==> src/rtl/synapse_pkg.sv <==
// rtl/synapse_pkg.sv - shared state encoding and default geometry for the synapse access controller
package synapse_pkg;

  localparam int SYN_N_WORDS    = 32;
  localparam int SYN_ADDR_W     = 7;
  localparam int SYN_RD_LAT     = 2;
  localparam int SYN_ADDR_OUT_W = 16;

  typedef enum logic [1:0] {
    ST_IDLE = 2'd0,
    ST_LOAD = 2'd1,
    ST_RUN  = 2'd2
  } syn_state_t;

  // The spare encoding is folded into IDLE so a corrupted state register recovers.
  function automatic syn_state_t decode_state(input logic [1:0] enc);
    case (enc)
      2'd1:    return ST_LOAD;
      2'd2:    return ST_RUN;
      default: return ST_IDLE;
    endcase
  endfunction

endpackage

==> src/rtl/syn_rr_arb.sv <==
// rtl/syn_rr_arb.sv - two-requester read/write arbiter; SYN_CTRL_RR_EN selects round-robin, else read priority
module syn_rr_arb (
  input  logic clk,
  input  logic rst,
  input  logic en,
  input  logic req_rd,
  input  logic req_wr,
  output logic gnt_rd,
  output logic gnt_wr
);

  logic ptr_wr;
  logic ptr_nxt;

  always_comb begin
    gnt_rd = 1'b0;
    gnt_wr = 1'b0;
    if (en) begin
      if (req_rd && (!req_wr || !ptr_wr)) begin
        gnt_rd = 1'b1;
      end else if (req_wr) begin
        gnt_wr = 1'b1;
      end
    end
  end

`ifdef SYN_CTRL_RR_EN
  // Only a contested grant moves the pointer; lone requests leave fairness state alone.
  assign ptr_nxt = (en && req_rd && req_wr) ? ~ptr_wr : ptr_wr;
`else
  assign ptr_nxt = 1'b0;
`endif

  always_ff @(posedge clk) begin
    if (rst) begin
      ptr_wr <= 1'b0;
    end else begin
      ptr_wr <= ptr_nxt;
    end
  end

endmodule

==> src/rtl/synapse_access_ctrl.sv <==
// rtl/synapse_access_ctrl.sv - weight-table loader and read/write access controller (SYN_CTRL_RR_EN: round-robin arbitration)
module synapse_access_ctrl
  import synapse_pkg::*;
#(
  parameter int N_WORDS = SYN_N_WORDS,
  parameter int ADDR_W  = SYN_ADDR_W,
  parameter int RD_LAT  = SYN_RD_LAT
) (
  input  logic              clk,
  input  logic              rst,
  input  logic              kill,
  input  logic              load_start,
  input  logic              ld_valid,
  input  logic [31:0]       ld_data,
  output logic              ld_ready,
  output logic              load_done,
  output logic [1:0]        state_o,
  input  logic              rd_req,
  input  logic [ADDR_W-1:0] rd_addr,
  output logic              rd_gnt,
  output logic              rd_vld,
  output logic [7:0]        rd_data,
  input  logic              wr_req,
  input  logic [ADDR_W-1:0] wr_addr,
  input  logic [7:0]        wr_data,
  output logic              wr_gnt,
  output logic              syn_rst_n,
  output logic [15:0]       syn_addr,
  output logic [31:0]       syn_wdata,
  output logic              syn_wen,
  output logic              syn_ren,
  input  logic [7:0]        syn_weight
);

  localparam int CNT_W = $clog2(N_WORDS + 1);

  logic [1:0]        state_q;
  syn_state_t        cur_state;
  syn_state_t        state_nxt;
  logic [CNT_W-1:0]  word_cnt;
  logic [RD_LAT-1:0] vld_sr;
  logic              ld_acc;
  logic              last_word;
  logic              gnt_rd;
  logic              gnt_wr;

  assign cur_state = decode_state(state_q);
  assign state_o   = state_q;
  assign ld_acc    = (cur_state == ST_LOAD) && ld_valid;
  assign last_word = ld_acc && (word_cnt == CNT_W'(N_WORDS - 1));

  syn_rr_arb u_arb (
    .clk    (clk),
    .rst    (rst),
    .en     (cur_state == ST_RUN),
    .req_rd (rd_req),
    .req_wr (wr_req),
    .gnt_rd (gnt_rd),
    .gnt_wr (gnt_wr)
  );

  assign rd_gnt = gnt_rd;
  assign wr_gnt = gnt_wr;

  always_comb begin
    state_nxt = cur_state;
    case (cur_state)
      ST_IDLE: if (load_start) state_nxt = ST_LOAD;
      ST_LOAD: if (last_word)  state_nxt = ST_RUN;
      ST_RUN:  state_nxt = ST_RUN;
      default: state_nxt = ST_IDLE;
    endcase
    if (kill) state_nxt = ST_IDLE;
  end

  always_ff @(posedge clk) begin
    if (rst) begin
      state_q   <= ST_IDLE;
      word_cnt  <= '0;
      load_done <= 1'b0;
    end else begin
      state_q   <= state_nxt;
      load_done <= last_word && !kill;
      if (kill || cur_state != ST_LOAD) begin
        word_cnt <= '0;
      end else if (ld_acc && word_cnt != CNT_W'(N_WORDS)) begin
        word_cnt <= word_cnt + 1'b1;
      end
    end
  end

  // Read-valid pipeline mirrors the synapse array latency; kill drops anything in flight.
  always_ff @(posedge clk) begin
    if (rst || kill) begin
      vld_sr <= '0;
    end else begin
      vld_sr <= RD_LAT'({vld_sr, gnt_rd});
    end
  end

  assign rd_vld  = vld_sr[RD_LAT-1];
  assign rd_data = rd_vld ? syn_weight : 8'h00;

  always_comb begin
    ld_ready  = 1'b0;
    syn_rst_n = 1'b1;
    syn_wen   = 1'b0;
    syn_ren   = 1'b0;
    syn_addr  = '0;
    syn_wdata = '0;
    case (cur_state)
      ST_LOAD: begin
        ld_ready  = 1'b1;
        syn_rst_n = 1'b0;
        syn_wen   = ld_valid;
        syn_wdata = ld_data;
        syn_addr  = SYN_ADDR_OUT_W'(word_cnt) << 2;
      end
      ST_RUN: begin
        syn_ren = gnt_rd;
        syn_wen = gnt_wr;
        if (gnt_rd) begin
          syn_addr = SYN_ADDR_OUT_W'(rd_addr);
        end else if (gnt_wr) begin
          syn_addr  = SYN_ADDR_OUT_W'(wr_addr);
          syn_wdata = {24'b0, wr_data};
        end
      end
      default: ;
    endcase
  end

endmodule

==> config.mk <==
export PLATFORM = sky130hd
export DESIGN_NAME = synapse_access_ctrl
export DESIGN_NICKNAME = d
export VERILOG_FILES = /design/src/rtl/synapse_pkg.sv /design/src/rtl/syn_rr_arb.sv /design/src/rtl/synapse_access_ctrl.sv
export SDC_FILE = /design/constraint.sdc
export NUM_CORES = 1
export LEC_CHECK = 0
export BUFFER_PORTS_ARGS = -buffer_cell sky130_fd_sc_hd__buf_2
export CORE_MARGIN = 1
export CORE_UTILIZATION = 37
export CTS_CLUSTER_DIAMETER = 200
export DETAILED_ROUTE_END_ITERATION = 12
export PLACE_DENSITY_LB_ADDON = 0.3
export SLEW_MARGIN = 20
export SYNTH_ARGS = -nofsm -noshare
export SYNTH_HDL_FRONTEND = slang
export SYNTH_SLANG_ARGS = --single-unit
==> constraint.sdc <==
create_clock -name clk -period 2.5 [get_ports clk]
set_clock_uncertainty 0.15 [all_clocks]
set_input_delay 0.5 -clock clk [delete_from_list [all_inputs] [get_ports clk]]
set_output_delay 0.5 -clock clk [all_outputs]
set_load 0.02 [all_outputs]
# Yosys cells after proc, flatten, opt, wreduce, memory -nomap -nowiden
# Cells that the tools add are included.
[op_classes] muxes=20 n_eq_ne=7 reduce_logical=10 n_addsub=1
[ops] cell="one-hot mux 32 bit (2 select lines)" count=1
[ops] cell="2-to-1 mux 8 bit" count=3
[ops] cell="one-hot mux 8 bit (2 select lines)" count=1
[ops] cell="2-to-1 mux 7 bit" count=2
[ops] cell="2-to-1 mux 1 bit" count=8
[ops] cell="adder 6 x 1 -> 6 bit (second input constant)" count=1
[ops] cell="equality test 6 x 5 -> 1 bit (second input constant)" count=1
[ops] cell="!= test 6 bit (second input constant)" count=1
[ops] cell="one-hot mux 2 bit (3 select lines)" count=1
[ops] cell="equality test 2 x 1 -> 1 bit (second input constant)" count=2
[ops] cell="equality test 2 bit (second input constant)" count=2
[ops] cell="logical AND 1 bit" count=4
[ops] cell="2-to-1 mux 2 bit" count=2
[ops] cell="one-hot mux 2 bit (2 select lines)" count=1
[ops] cell="OR reduction 2 bit" count=2
[ops] cell="logical NOT 2 bit" count=1
[ops] cell="logical OR 1 bit" count=2
[ops] cell="!= test 2 x 1 -> 1 bit (second input constant)" count=1
[ops] cell="one-hot mux 1 bit (2 select lines)" count=1
[ops] cell="logical NOT 1 bit" count=1
[word_totals] ff_bits=11 input_bits=69 word_cells=42 out_inout_bits=66

# Longest topological paths before layout
# Gate-level depths: netlist of run 1.
[logic_depth] ltp_word=7 mapped_depth=7 mapped_depth_nobuf=5

# By module
# A second synthesis of run 1 with hierarchy kept.
[hier_totals] cells_unflattened=146 area_unflattened_um2=1102.3
[modules_own_cells] mod="synapse_access_ctrl" area_per_inst_um2=1086.0 cells_each=144 instances=1 seq_area_each_um2=220.2
[modules_own_cells] mod="syn_rr_arb" area_per_inst_um2=16.3 cells_each=2 instances=1 seq_area_each_um2=0.0

# Worst setup path before layout of run 1
# OpenSTA, ideal clock, no wires.
[synth_path] path_kind="flip-flop to output port" start="register state_q[0], in the netlist state_o[0]" end="output syn_addr[2]" path_stages_with_launch=6 slack_ns=0.123 required_time_ns=1.850 n_path_buf=2 t_arrival_ns=1.727 path_cell_list="dfxtp_1 ha_1 buf_6 clkbuf_1 nand2_1 a21oi_1"
[synth_via] elab_chain_cells=7 word_cells_on_any_way=10 cone_classes="4 x eq/ne; 6 x mux"
[synth_rtl] item="start: declaration" line_no="synapse_access_ctrl.sv:37" source="logic [1:0] state_q;"
[synth_rtl] item="start signal: assignment" line_no="synapse_access_ctrl.sv:82" source="state_q <= state_nxt;"
[synth_rtl] item="equality test 2 bit or equality test 2 x 1 -> 1 bit (tied branches)" line_no="synapse_pkg.sv:17" source="case (enc)"
[synth_rtl] item="one-hot mux 2 bit (2 select lines) *" line_no="synapse_pkg.sv:17"
[synth_rtl] item="equality test 2 bit" line_no="synapse_access_ctrl.sv:55, synapse_access_ctrl.sv:111"
[synth_rtl] item="2-to-1 mux 1 bit" line_no="syn_rr_arb.sv:18" source="if (en) begin"
[synth_rtl] item="2-to-1 mux 7 bit" line_no="synapse_access_ctrl.sv:124" source="end else if (gnt_wr) begin"
[synth_rtl] item="2-to-1 mux 7 bit" line_no="synapse_access_ctrl.sv:122" source="if (gnt_rd) begin"
[synth_rtl] item="one-hot mux 8 bit (2 select lines) *" line_no="synapse_access_ctrl.sv:111" source="case (cur_state)"
[synth_rtl] item="end: declaration" line_no="synapse_access_ctrl.sv:28" source="output logic [15:0] syn_addr,"
# Every way passes the cells marked *; elsewhere a longest branch is shown, timed or not.

# Worst setup path after layout of run 1
[layout_path] start="register state_q[0], in the netlist state_o[0]" end="output syn_wdata[7]"
[layout_via] elab_chain_cells=7 word_cells_on_any_way=10 cone_classes="4 x eq/ne; 6 x mux"
[layout_rtl] item="equality test 2 bit or equality test 2 x 1 -> 1 bit (tied branches)" line_no="synapse_pkg.sv:17"
[layout_rtl] item="one-hot mux 2 bit (2 select lines) *" line_no="synapse_pkg.sv:17"
[layout_rtl] item="equality test 2 bit" line_no="synapse_access_ctrl.sv:55, synapse_access_ctrl.sv:111"
[layout_rtl] item="2-to-1 mux 1 bit" line_no="syn_rr_arb.sv:18"
[layout_rtl] item="2-to-1 mux 8 bit" line_no="synapse_access_ctrl.sv:124"
[layout_rtl] item="2-to-1 mux 8 bit" line_no="synapse_access_ctrl.sv:122"
[layout_rtl] item="one-hot mux 32 bit (2 select lines) *" line_no="synapse_access_ctrl.sv:111"
[layout_rtl] item="end: declaration" line_no="synapse_access_ctrl.sv:29" source="output logic [31:0] syn_wdata,"
# Marks and branches as above.

==> results.md, run 1 <==
- Run status: finished clean
- Hold WC Path Type: reg -> reg
- Total global routing overflow: 0
- H-tree levels: 1
- Distinct cells, synth: 35
- Data required, critical path: 1.85 ns
- DR vias: 1472
- Nature of the critical path endpoint: primary output
- Initial antenna violation count: 0
- Post-Syn Area: 1200 sq um
- Global-route wire length before repair: 5.02 mm
- Post-synthesis compound-gate area fraction: 18.9%
- ANT nets after route: 0
- Max-cap viol count: 0
- Clock transition at path regs: 0.07 ns
- Synth area leaders: and2_1 (20%), dfxtp_1 (18%), a22oi_1 (6.3%)
- CP max FO: 10
- Most frequent cell after synthesis: and2_1
- Final setup fails: 0
- Synth Warn #: 0
- Vias in the first global route: 1171
- Static leakage: 1.02 nW
- Xor and xnor area share after synthesis: 0%
- Gate count of the mapped netlist: 168
- Yosys top cell area share: 20.4%
- Initial core utilization: 39.2%
- Main combinational cell family by area after synthesis: simple AND/OR/NAND/NOR gates
- Placed cell count: 327
- Overall power: 0.446 mW
- Die width: 58.9 um
- Largest area contributor in the netlist: and2_1
- Die Y: 58.9 um
- Post-synth EDFFs: 0
- Cells along the critical path: inv_1 -> ha_1 -> and3b_2 -> a22oi_1 -> nor2_1 -> buf_2
- CP max-delay cell: dfxtp_1
- Final WL: 3.43 mm
- Fin area: 1850 sq um
- Ys async rst share: 0%
- Hold-fix buffers, CTS: 0
- Highest clock rate: 418 MHz
- Total die area: 3470 sq um
- Power Dens Cells: 241 nW/um^2
- Placed Area: 1810 sq um
- Core area: 3050 sq um
- Final net count: 363
- Post-Synth Adder-Cell Area: 6.27%
- Seq/Total Area, Yosys: 18.4%
- Drt via density: 4.45
- I/O pins: 135
- Sequential cell area: 220 sq um
- PortBufs: 126
- Finished Layout Cells: 331
- CTS tree: built
- Ratio of cells with drive above 1 in the final layout: 47.4%
- Post-synthesis mux area share: 2.51%
- Syn avg cell area: 7.13 sq um
- Post-synthesis simple-gate area fraction: 42.1%
- Area growth syn-to-layout: 54.2%
- Multi-input logic area: 872 sq um
- Clk_lat worst skew: 0.27 ns
- Core Rows: 20
- Filler cells: 326
- Worst EP arrival: 1.74 ns
- DR pass1 iterations: 4
- Post-route minimum period: 2.39 ns
- GP Congestion: 0.736
- Routed len/inst: 10.3 um
- Largest net degree at the start of global routing: 39
- CP startpoint kind: flop
- Setup TNS: 0 ns
- Max Slew Vio Count: 0
- Clk sinks: 11
- Dpl hpwl: 2.87 mm
- Diodes inserted: 0
- Synth cell count leaders: and2_1 (39), nand2_1 (14), nor2_1 (14), dfxtp_1 (11)
- Root Buffer: clkbuf_4
- Register bit count reported by yosys: 11
- All-Layer GR Usage: 18.8%
- CP Class: reg -> out
- VDD IR max: 0.190 mV
- Slowest Stage Delay on Critical Path: 0.38 ns
- Synth Flop Type: dfxtp_1
- Max Buffers Root-to-Sink: 2
- Hold Violations, Final: 0
- Num CTS Buffers: 3
- Initial DRC Count: 27
- RSZ-0062 raised after global routing: no
- DR DRC count: 0
- Final worst-path cycle share: 95.7%
## worst max-delay path: cells and delay by family (launching register included)
kind,cells,cell delay [ns]
AO/OA/AOI/OAI,1,0.16
flip-flops,1,0.38
AND/OR/NAND/NOR,2,0.38
adder cells (fa/ha/maj),1,0.30
buffers and inverters,2,0.25
## registers in the layout, summed over array words and instances (netlist names)
register,count
word_cnt,6
load_done,1
vld_sr,2
state_o,2
## logic make-up (layout without fill, tap and decap cells)
family | after synthesis | in the layout
AND/OR/NAND/NOR | 87 | 87
AO/OA/AOI/OAI | 35 | 35
buffers and inverters | 25 | 137
flip-flops | 11 | 11
adder cells (fa/ha/maj) | 6 | 6
multiplexers | 3 | 3
other | 1 | 8
## per-stage QoR
step	setup slack (ns)	hold slack, ns	util [%]
finish	0.107	0.279	60.5
global route	0.00986	0.293	60.5
CTS	0.0303	0.283	60.3
detailed placement	0.330	0.265	59.4
global placement	0.387	0.260	59.4
floorplan	0.123	0.256	-
## final timing paths
check / from / to / slack (ns) / depth (start not counted)
setup / recovery: state_o[0]$_SDFF_PP0_ / syn_wdata[7] / 0.11 / 6
hold / removal: vld_sr[0]$_SDFF_PP0_ / vld_sr[1]$_SDFF_PP0_ / 0.28 / 1
setup reg to reg: state_o[1]$_SDFF_PP0_ / word_cnt[5]$_SDFFE_PP0P_ / 0.67 / 6
hold reg to reg: vld_sr[0]$_SDFF_PP0_ / vld_sr[1]$_SDFF_PP0_ / 0.28 / 1
## layout by cell type (no fill, tap or decap), types with 3 or more instances in the layout
cell type | synthesis | routed
conb_1 | 1 | 8
and2_1 | 39 | 39
nand2_1 | 14 | 14
nor2_1 | 14 | 14
o21ai_1 | 3 | 3
inv_1 | 6 | 6
clkbuf_4 | 0 | 3
ha_1 | 6 | 4
and3b_1 | 6 | 5
a21oi_1 | 10 | 10
o21ai_0 | 5 | 5
buf_2 | 1 | 126
or3_1 | 3 | 3
dfxtp_1 | 11 | 11
mux2i_1 | 3 | 3
a22oi_1 | 10 | 10
## area by class of cell
class	count	share of cell area (%)
multi-input combinational	139	47.2
timing repair buffer	127	35.2
sequential	11	11.9
tap	44	2.98
clock buffer	4	1.42
inverter	6	1.22
## what timing repair did
item                                    in CTS  in global routing
resized for setup                            0                  3
endpoints found under the setup margin       0                 12
buffers inserted                             0                  0
## metal layers
| layer | vias to the layer above | track usage [%] | wire length [um] |
|---|---|---|---|
| li1 | 786 | - | - |
| met1 | 628 | 22.1 | 1470 |
| met2 | 54 | 32.8 | 1710 |
| met3 | 4 | 3.96 | 203 |
| met4 | 0 | 7.82 | 47 |
| met5 | - | 0 | 0 |
## power breakdown
part / switching (mW) / internal (mW) / leakage, nW
clock network: 0.0586 / 0.0617 / 0.0150
logic: 0.0778 / 0.0709 / 0.918
registers: 0.000900 / 0.176 / 0.0887
total: 0.137 / 0.309 / 1.02
(Power assumes the default switching activity.)
==> inputs of run 2 (changes only) <==
Settings changed: CELL_PAD_IN_SITES_DETAIL_PLACEMENT set to 0, CELL_PAD_IN_SITES_GLOBAL_PLACEMENT set to 1, CORE_UTILIZATION 37 to 22.
==> results.md, run 2 (synthesis gave the netlist of run 1 again) <==
- Clk sinks: 11 (unchanged)
- ANT nets after route: 0 (unchanged)
- Dpl hpwl: 3.12 mm (was 2.87 mm)
- Clock share of power: 35.6% (was 27.0%)
- Global-route wire length before repair: 5.13 mm (was 5.02 mm)
- Initial DRC Count: 34 (was 27)
- Int Power: 0.360 mW (was 0.309 mW)
- Vias in the first global route: 1168 (was 1171)
- Final setup fails: 0 (unchanged)
- Ratio of cells with drive above 1 in the final layout: 47.2% (was 47.4%)
- Hold Slack: 0.293 ns (was 0.279 ns)
- Clk_lat worst skew: 0.24 ns (was 0.27 ns)
- CP Class: reg -> out (unchanged)
- Worst reg2reg endpoint: state_o[1]$_SDFF_PP0_ (was word_cnt[5]$_SDFFE_PP0P_)
- Setup TNS: 0 ns (unchanged)
- H-tree levels: 1 (unchanged)
- Total die area: 5740 sq um (was 3470 sq um)
- Routed len/inst: 10.6 um (was 10.3 um)
- All-Layer GR Usage: 11.5% (was 18.8%)
- Data required, critical path: 1.85 ns (about the same)
- Fin util: 36.8% (was 60.5%)
- Placed cell count: 354 (was 327)
- Initial core utilization: 23.1% (was 39.2%)
- Max-cap viol count: 0 (unchanged)
- GP Congestion: 0.711 (was 0.736)
- Hold Violations, Final: 0 (unchanged)
- Clock transition at path regs: 0.05 ns (was 0.07 ns)
- CP max FO: 10 (unchanged)
- Filler cells: 578 (was 326)
- Highest clock rate: 431 MHz (was 418 MHz)
- RSZ-0062 raised after global routing: no (unchanged)
- Largest net degree at the start of global routing: 49 (was 39)
- Reg power frac: 35.0% (was 39.7%)
- Initial antenna violation count: 0 (unchanged)
- Final worst-path cycle share: 92.9% (was 95.7%)
- Largest register by flop count: word_cnt (unchanged)
- Core Rows: 26 (was 20)
- VDD IR max: 0.226 mV (was 0.190 mV)
- Total global routing overflow: 0 (unchanged)
- Nature of the critical path endpoint: primary output (unchanged)
- Comb power frac: 29.4% (was 33.4%)
- Max Slew Vio Count: 0 (unchanged)
- Critical Path Source: state_o[0]$_SDFF_PP0_ (unchanged)
- Max Buffers Root-to-Sink: 2 (unchanged)
- Die Y: 75.8 um (was 58.9 um)
- Root Buffer: clkbuf_8 (was clkbuf_4)
- DR DRC count: 0 (unchanged)
- Finished Layout Cells: 358 (was 331)
- Max FFs per register: 6 (unchanged)
- Sw power: 0.148 mW (was 0.137 mW)
- Sw frac: 29.1% (was 30.8%)
- Num CTS Buffers: 3 (unchanged)
- I/O pins: 135 (unchanged)
- Post-route minimum period: 2.32 ns (was 2.39 ns)
- Final net count: 364 (was 363)
- Diodes inserted: 0 (unchanged)
- Path depth of the worst reg2reg path: 5 (was 6)
- Area growth syn-to-layout: 58.9% (was 54.2%)
- CTS tree: built (unchanged)
- Power Dens Cells: 267 nW/um^2 (was 241 nW/um^2)
- Most frequent cells in the layout: buf_2 (126), and2_1 (39), nor2_1 (14), nand2_1 (14), dfxtp_1 (11) (unchanged)
- DR pass1 iterations: 4 (unchanged)
- PortBufs: 126 (unchanged)
- Hold-fix buffers, CTS: 0 (unchanged)
- Die width: 75.8 um (was 58.9 um)
- Worst setup path end: syn_addr[3] (was syn_wdata[7])
- R2r setup slk: 0.69 ns (was 0.67 ns)
- Drt via density: 4.26 (was 4.45)
- Worst EP arrival: 1.67 ns (was 1.74 ns)
- Final WL: 3.80 mm (was 3.43 mm)
- Hold WC Path Type: reg -> reg (unchanged)
- CP startpoint kind: flop (unchanged)
- Static leakage: 1.03 nW (was 1.02 nW)
- DR vias: 1524 (was 1472)
- Run status: finished clean (unchanged)
- Core area: 5170 sq um (was 3050 sq um)
- RR Startpoint: state_o[0]$_SDFF_PP0_ (was state_o[1]$_SDFF_PP0_)
- Most common library cell in the layout ignoring fill and taps: buf_2 (unchanged)
## run 2: cell count changes in the layout (fill, tap and decap cells not counted), sizes merged
cell | previous run | this run
buf | 127 | 128
## run 2: stage by stage
stage / setup WS (ns) / cell area [sq um] / power [mW]
finish: 0.179 / 1900 / 0.507
global placement: 0.347 / 1850 / 0.331
CTS: 0.0266 / 1900 / 0.517
floorplan: 0.123 / 1220 / 0.266
detailed placement: 0.294 / 1850 / 0.332
global route: 0.0399 / 1900 / 0.543
## run 2: cell type report
| type | instances | area [sq um] | area share, % |
|---|---|---|---|
| Sequential cell | 11 | 220 | 11.6 |
| Multi-Input combinational cell | 139 | 870 | 45.7 |
| Timing Repair Buffer | 128 | 658 | 34.6 |
| Clock buffer | 4 | 45.0 | 2.37 |
| Inverter | 6 | 22.5 | 1.18 |
| Tap cell | 70 | 87.6 | 4.60 |
## run 2: per-layer routing
layer	vias to the layer above	GRT usage, %	share of wire [%]
met5	-	0	0
met2	81	20.6	48
met3	0	3.57	8.8
met1	650	14.1	43
li1	793	-	-
met4	0	0.617	0
## run 2: power groups by stage
stage	Sequential, mW	Clock, mW	Combinational [mW]
after floorplan	0.182	0	0.0842
after global placement	0.181	0	0.150
after detailed placement	0.181	0	0.151
after CTS	0.177	0.189	0.151
after global routing	0.177	0.198	0.168
final	0.177	0.181	0.149
## run 2: timing repair
action / 4_1_cts / 5_1_grt
endpoints found under the hold margin: 0 / 0
setup buffers: 0 / 0
resized for setup: 0 / 2
setup endpoints to repair: 0 / 9
## run 2: worst min-delay path by stage
| stage | start | to | slack (ns) | cells after the start |
|---|---|---|---|---|
| detailed placement | vld_sr[0]$_SDFF_PP0_ | vld_sr[1]$_SDFF_PP0_ | 0.28 | 1 |
| global placement | vld_sr[0]$_SDFF_PP0_ | vld_sr[1]$_SDFF_PP0_ | 0.28 | 1 |
| floorplan | vld_sr[0]$_SDFF_PP0_ | vld_sr[1]$_SDFF_PP0_ | 0.26 | 1 |
| finish | vld_sr[0]$_SDFF_PP0_ | vld_sr[1]$_SDFF_PP0_ | 0.29 | 1 |
| CTS | vld_sr[0]$_SDFF_PP0_ | vld_sr[1]$_SDFF_PP0_ | 0.29 | 1 |
| global route | rst | load_done$_SDFF_PP0_ | 0.35 | 2 |
## run 2: critical path, stage by stage (launching register included)
cell	delay [ns]
dfxtp_1	0.37
inv_1	0.09
ha_1	0.44
buf_4	0.23
a21oi_1	0.12
buf_2	0.18
